## config.mk

```make
export PLATFORM = sky130hd
export DESIGN_NAME = conv2_window_buf
export DESIGN_NICKNAME = d
export VERILOG_FILES = /design/src/rtl/conv2_window_buf.sv
export SDC_FILE = /design/constraint.sdc
export NUM_CORES = 1
export LEC_CHECK = 0
export CORE_MARGIN = 3
export CORE_UTILIZATION = 48
export CTS_CLUSTER_SIZE = 12
export DETAILED_ROUTE_END_ITERATION = 7
export PLACE_DENSITY_LB_ADDON = 0.3
export SYNTH_ARGS = -nofsm -noshare
export SYNTH_HDL_FRONTEND = slang
export SYNTH_SLANG_ARGS = --single-unit
```

## constraint.sdc

```tcl
create_clock -name clk -period 8.2 [get_ports clk]
set_input_delay 2.46 -clock clk [delete_from_list [all_inputs] [get_ports clk]]
set_output_delay 2.46 -clock clk [all_outputs]
set_load 0.005 [all_outputs]
```

## src/rtl/conv2_window_buf.sv

```systemverilog
// rtl/conv2_window_buf.sv - sliding-window line buffer feeding the second conv layer
//
// Takes one 4-channel int8 time-step per accepted beat and emits TAPS-long
// windows per channel, every STRIDE positions, never straddling a frame.
//
// Ports:
//   clk, rst            clock, synchronous active-high reset
//   in_valid/in_ready   input beat handshake; in_sof marks frame start
//   in_ch1..in_ch4      signed int8 channel samples for one time-step
//   win1..win4          packed [TAPS-1:0][7:0] windows, [0] is the oldest sample
//   out_valid/out_ready window handshake
//   win_idx             window index within the frame
//   frame_done          one-cycle pulse after the last sample of a frame
module conv2_window_buf #(
  parameter int TAPS    = 5,
  parameter int STRIDE  = 1,
  parameter int SEQ_LEN = 90
) (
  input  logic                   clk,
  input  logic                   rst,
  input  logic                   in_valid,
  output logic                   in_ready,
  input  logic                   in_sof,
  input  logic [7:0]             in_ch1,
  input  logic [7:0]             in_ch2,
  input  logic [7:0]             in_ch3,
  input  logic [7:0]             in_ch4,
  output logic [TAPS-1:0][7:0]   win1,
  output logic [TAPS-1:0][7:0]   win2,
  output logic [TAPS-1:0][7:0]   win3,
  output logic [TAPS-1:0][7:0]   win4,
  output logic                   out_valid,
  input  logic                   out_ready,
  output logic [7:0]             win_idx,
  output logic                   frame_done
);

  localparam logic [7:0] FIRST  = 8'(TAPS - 1);
  localparam logic [7:0] LAST   = 8'(SEQ_LEN - 1);
  localparam logic [7:0] STR_M1 = 8'(STRIDE - 1);

  typedef enum logic [1:0] {S_FILL, S_RUN, S_LAST} state_t;

  state_t               state;
  logic [TAPS-1:0][7:0] sh    [4];
  logic [TAPS-1:0][7:0] win_r [4];
  logic [TAPS-1:0][7:0] nsh   [4];
  logic [7:0]           ch_in [4];
  logic [7:0]           pos_cnt;
  logic [7:0]           ph;
  logic [7:0]           wcnt;

  logic       accept;
  logic       emit;
  logic [7:0] i;
  logic [7:0] ph_cur;
  logic [7:0] ph_nxt;
  logic [7:0] idx;

  assign ch_in[0] = in_ch1;
  assign ch_in[1] = in_ch2;
  assign ch_in[2] = in_ch3;
  assign ch_in[3] = in_ch4;

  assign win1 = win_r[0];
  assign win2 = win_r[1];
  assign win3 = win_r[2];
  assign win4 = win_r[3];

  // Upstream may only push when any window we hold can leave on this same edge.
  assign in_ready = !rst && (state != S_LAST) && (!out_valid || out_ready);
  assign accept   = in_valid && in_ready;

  always_comb begin
    // A start-of-frame beat restarts the position count at zero.
    i      = in_sof ? 8'd0 : pos_cnt;
    // The first full window always starts a fresh stride phase and index,
    // so leftovers from an aborted frame never leak into the new one.
    ph_cur = (i == FIRST) ? 8'd0 : ph;
    idx    = (i == FIRST) ? 8'd0 : wcnt;
    ph_nxt = (ph_cur == STR_M1) ? 8'd0 : ph_cur + 8'd1;
    emit   = accept && (i >= FIRST) && (ph_cur == 8'd0);
    for (int c = 0; c < 4; c++) begin
      nsh[c] = in_sof ? {ch_in[c], {(TAPS-1){8'd0}}}
                      : {ch_in[c], sh[c][TAPS-1:1]};
    end
  end

  always_ff @(posedge clk) begin
    if (rst) begin
      state      <= S_FILL;
      pos_cnt    <= 8'd0;
      ph         <= 8'd0;
      wcnt       <= 8'd0;
      out_valid  <= 1'b0;
      win_idx    <= 8'd0;
      frame_done <= 1'b0;
      for (int c = 0; c < 4; c++) begin
        sh[c]    <= '0;
        win_r[c] <= '0;
      end
    end else begin
      frame_done <= 1'b0;
      if (state == S_LAST) begin
        state   <= S_FILL;
        pos_cnt <= 8'd0;
        ph      <= 8'd0;
        wcnt    <= 8'd0;
        for (int c = 0; c < 4; c++) sh[c] <= '0;
      end else if (accept) begin
        for (int c = 0; c < 4; c++) sh[c] <= nsh[c];
        pos_cnt <= i + 8'd1;
        if (i >= FIRST) ph <= ph_nxt;
        if (emit) wcnt <= idx + 8'd1;
        if (i == LAST) begin
          state      <= S_LAST;
          frame_done <= 1'b1;
        end else if (i >= FIRST) begin
          state <= S_RUN;
        end else begin
          state <= S_FILL;
        end
      end

      if (emit) begin
        for (int c = 0; c < 4; c++) win_r[c] <= nsh[c];
        out_valid <= 1'b1;
        win_idx   <= idx;
      end else if (out_valid && out_ready) begin
        out_valid <= 1'b0;
      end
    end
  end

endmodule

```

==> results.md <==
* Synth Area in Adders at less than 1%
* Net Switching at between 0.6 and 0.7 mW
* Max VDD drop at about 0.14 mV
* Max Cap Viol at 0
* Syn avg cell area at around 13 µm²
* Area contributors post-synth: edfxtp_1 63%, dfxtp_1 11%, and2_1 6.0%, nor2_1 5.7%, nand2_1 3.0%
* Largest family of logic cells by synthesized area: simple AND/OR/NAND/NOR gates
* GP Congestion at 0.757
* Gate power share at under 10%
* Synthesis warning total at 0
* Cell Area, Synth at 12200 µm²
* Crit-path max FO at 11
* Avg WL per Cell at about 17 µm
* CP endpoint kind: output port
* Total CTS buffers at 34
* Worst Max-Slew Pin Slew at ~0.99 ns
* Largest net degree at the start of global routing at around 110
* Synth Register Bits at 324
* DR DRC count at 0
* Post-DP Area at roughly 15000 µm²
* Fmax at 0.151 GHz
* Clock Path Buffers at 3
* DR vias/cell at around 5.1
* EDFF count, synth at around 260
* Post-CTS Setup Inserts at 0
* Clock sinks at 324
* 1st-iter DRT viols at 590
* DRT Wirelength at about 25 mm
* Post-synthesis sequential area ratio at about three quarters
* Total track usage at a little under a fifth
* IO Pins at roughly 210
* Global-route wire length before repair at between 30 and 40 mm
* Starting Density at between 40% and 50%
* Die area at around 27000 µm²
* Num rows at 57
* Initial antenna violation count at 2
* Clock Pin Slew Worst Setup and Hold Paths at 0.06 ns
* # diodes at 0
* Die W at around 170 µm
* Final nets at about 1200
* Simple-Gate Fraction of Synth Area at between 10% and 20%
* PortBufs at 207
* Rel. slew slack at approximately a third
* Largest area contributor in the netlist: edfxtp_1
* Clock share of power at a little over 40%
* P_leak at between 5 and 6 nW
* Clock Skews at 0.0101 ns
* Async SR Flop Fraction at 0%
* Post-synth top cells: 256 x edfxtp_1, 186 x nor2_1, 116 x and2_1, 98 x nand2_1, 68 x dfxtp_1
* Final worst-path cycle share at a little over 80%
* Data arrival time of the critical path at between 4 and 5 ns
* Critical path startpoint category: input port
* Final HPWL DP at 15.0 mm
* Setup TNS at 0 ns
* Final Hold Vio Count at 0
* Sequential power share at 54.8%
* Design area at around 16000 µm²
* Total core area at approximately 25000 µm²
* Most numerous cell in the Yosys netlist: edfxtp_1
* Syn Inst Count at approximately 940
* Root buf cell: clkbuf_16
* Detailed Routing Iterations Pass 1 at 4
* Yosys cell types at 43
* Unrepaired setup endpoints after global routing: false
* Setup CP Type: input port to output port
* Switching share of power at between 20% and 30%
* Layout cell share with drive strength beyond 1 at 5.44%
* Xor/xnor share of the synthesized area at 0%
* Yosys top cell area share at between 60 and 70%
* Chip height at 165 µm
* Grt total ovfl at 0
* Worst-Skew Late Latency at around 0.50 ns
* Top_reg_cell synth: edfxtp_1
* Hold WC Path Type: flip-flop to flip-flop
* H-Tree Depth at 2
* Post_cts resized at 0
* Final slew viol count at 0
* P per Cell Area at about 220 nW/µm²
* Area growth, synth to finish at 27.5%
* Internal cell power at about 2.7 mW
* Post-synthesis mux area share at 0%
* Tmin final at roughly 6.6 ns
* Setup-failing EPs final at 0
* Vias in the first global route at ~7400
* Req. time, crit path at between 5 and 6 ns
* CTS tree: built
* Status: complete, no violations
* DRT antenna net count at 0
* Hold_buf cts at 0
* Complex-gate fraction of the synthesized area at slightly above 5%
* Net Count, Synth at ~980
* Vias at 7626
-- worst paths after layout --
| kind | start | slack, ns | cells after the start | end |
|---|---|---|---|---|
| worst min register to register | win_idx[7] | 0.46 | 2 | win_idx[7] |
| worst max register to register | state[0] | 4.96 | 6 | sh[3][10] |
| worst max-delay path | rst | 1.57 | 5 | in_ready |
| worst min-delay path | win_idx[7] | 0.46 | 2 | win_idx[7] |
-- cell families (layout without fill, tap and decap cells) --
logic type                 Yosys count  in the layout
and+or+nand+nor                    459            459
DFF                                324            324
AOI/OAI and AO/OA                   93             93
buffers and inverters               61            279
adders and majority gates            4              4
-- registers in the layout, summed over array words and instances, names as in the netlist --
name        flops
sh            128
state           2
ph              8
wcnt            8
win_idx         8
pos_cnt         8
frame_done      1
win_r         160
out_valid       1
-- cell type report --
| type | instances | area [µm²] |
|---|---|---|
| tap | 324 | 405 |
| multi-input combinational | 556 | 2900 |
| sequential | 324 | 9050 |
| clock buffer | 44 | 920 |
| timing repair buffer | 219 | 2160 |
| clock inverter | 9 | 42.5 |
| fill | 1877 | 9100 |
| inverter | 7 | 26.3 |
-- power groups by stage --
| stage | Clock (mW) | Combinational (mW) | Sequential, mW |
|---|---|---|---|
| 2_1_floorplan | 0 | 0.0616 | 1.89 |
| 3_3_place_gp | 0 | 0.168 | 1.89 |
| 3_5_place_dp | 0 | 0.170 | 1.89 |
| 4_1_cts | 1.40 | 0.170 | 1.85 |
| 5_1_grt | 1.46 | 0.183 | 1.86 |
| 6_report | 1.36 | 0.167 | 1.85 |
-- per-stage QoR --
stage	cells	worst slack (ns)	utilization [%]	hold slack (ns)	power (mW)
after floorplan	941	1.63	-	0.440	1.95
final	1483	1.57	63.0	0.459	3.38
after detailed placement	1430	1.59	59.1	0.442	2.06
after CTS	1483	1.57	63.0	0.458	3.42
after global routing	1483	1.47	63.0	0.487	3.50
after global placement	1430	1.66	59.1	0.445	2.05
-- cells in the final DEF (no fill, tap or decap), types with 7 or more instances in the layout --
| cell type | instances |
|---|---|
| edfxtp_1 | 256 |
| clkdlybuf4s50_1 | 207 |
| nor2_1 | 186 |
| and2_1 | 116 |
| nand2_1 | 97 |
| dfxtp_1 | 68 |
| clkbuf_16 | 35 |
| a22oi_1 | 25 |
| o21ai_0 | 14 |
| nand3_1 | 14 |
| a21oi_1 | 12 |
| buf_4 | 12 |
| o21ai_1 | 11 |
| a22o_1 | 10 |
| clkbuf_1 | 8 |
| and3_1 | 7 |
-- metal layers --
metal	global-route usage [%]	part of all wire (%)
met2	30.0	49
met1	23.8	41
met5	0	0.12
met3	4.07	6.5
met4	6.21	2.7
-- worst max-delay path: stages --
cell and delay [ns]:
clkdlybuf4s50_1 0.53, inv_1 0.39, nand2_1 0.13, nor2_1 0.12
clkdlybuf4s50_1 0.52
Note: power is estimated with default switching activity, not from simulation.
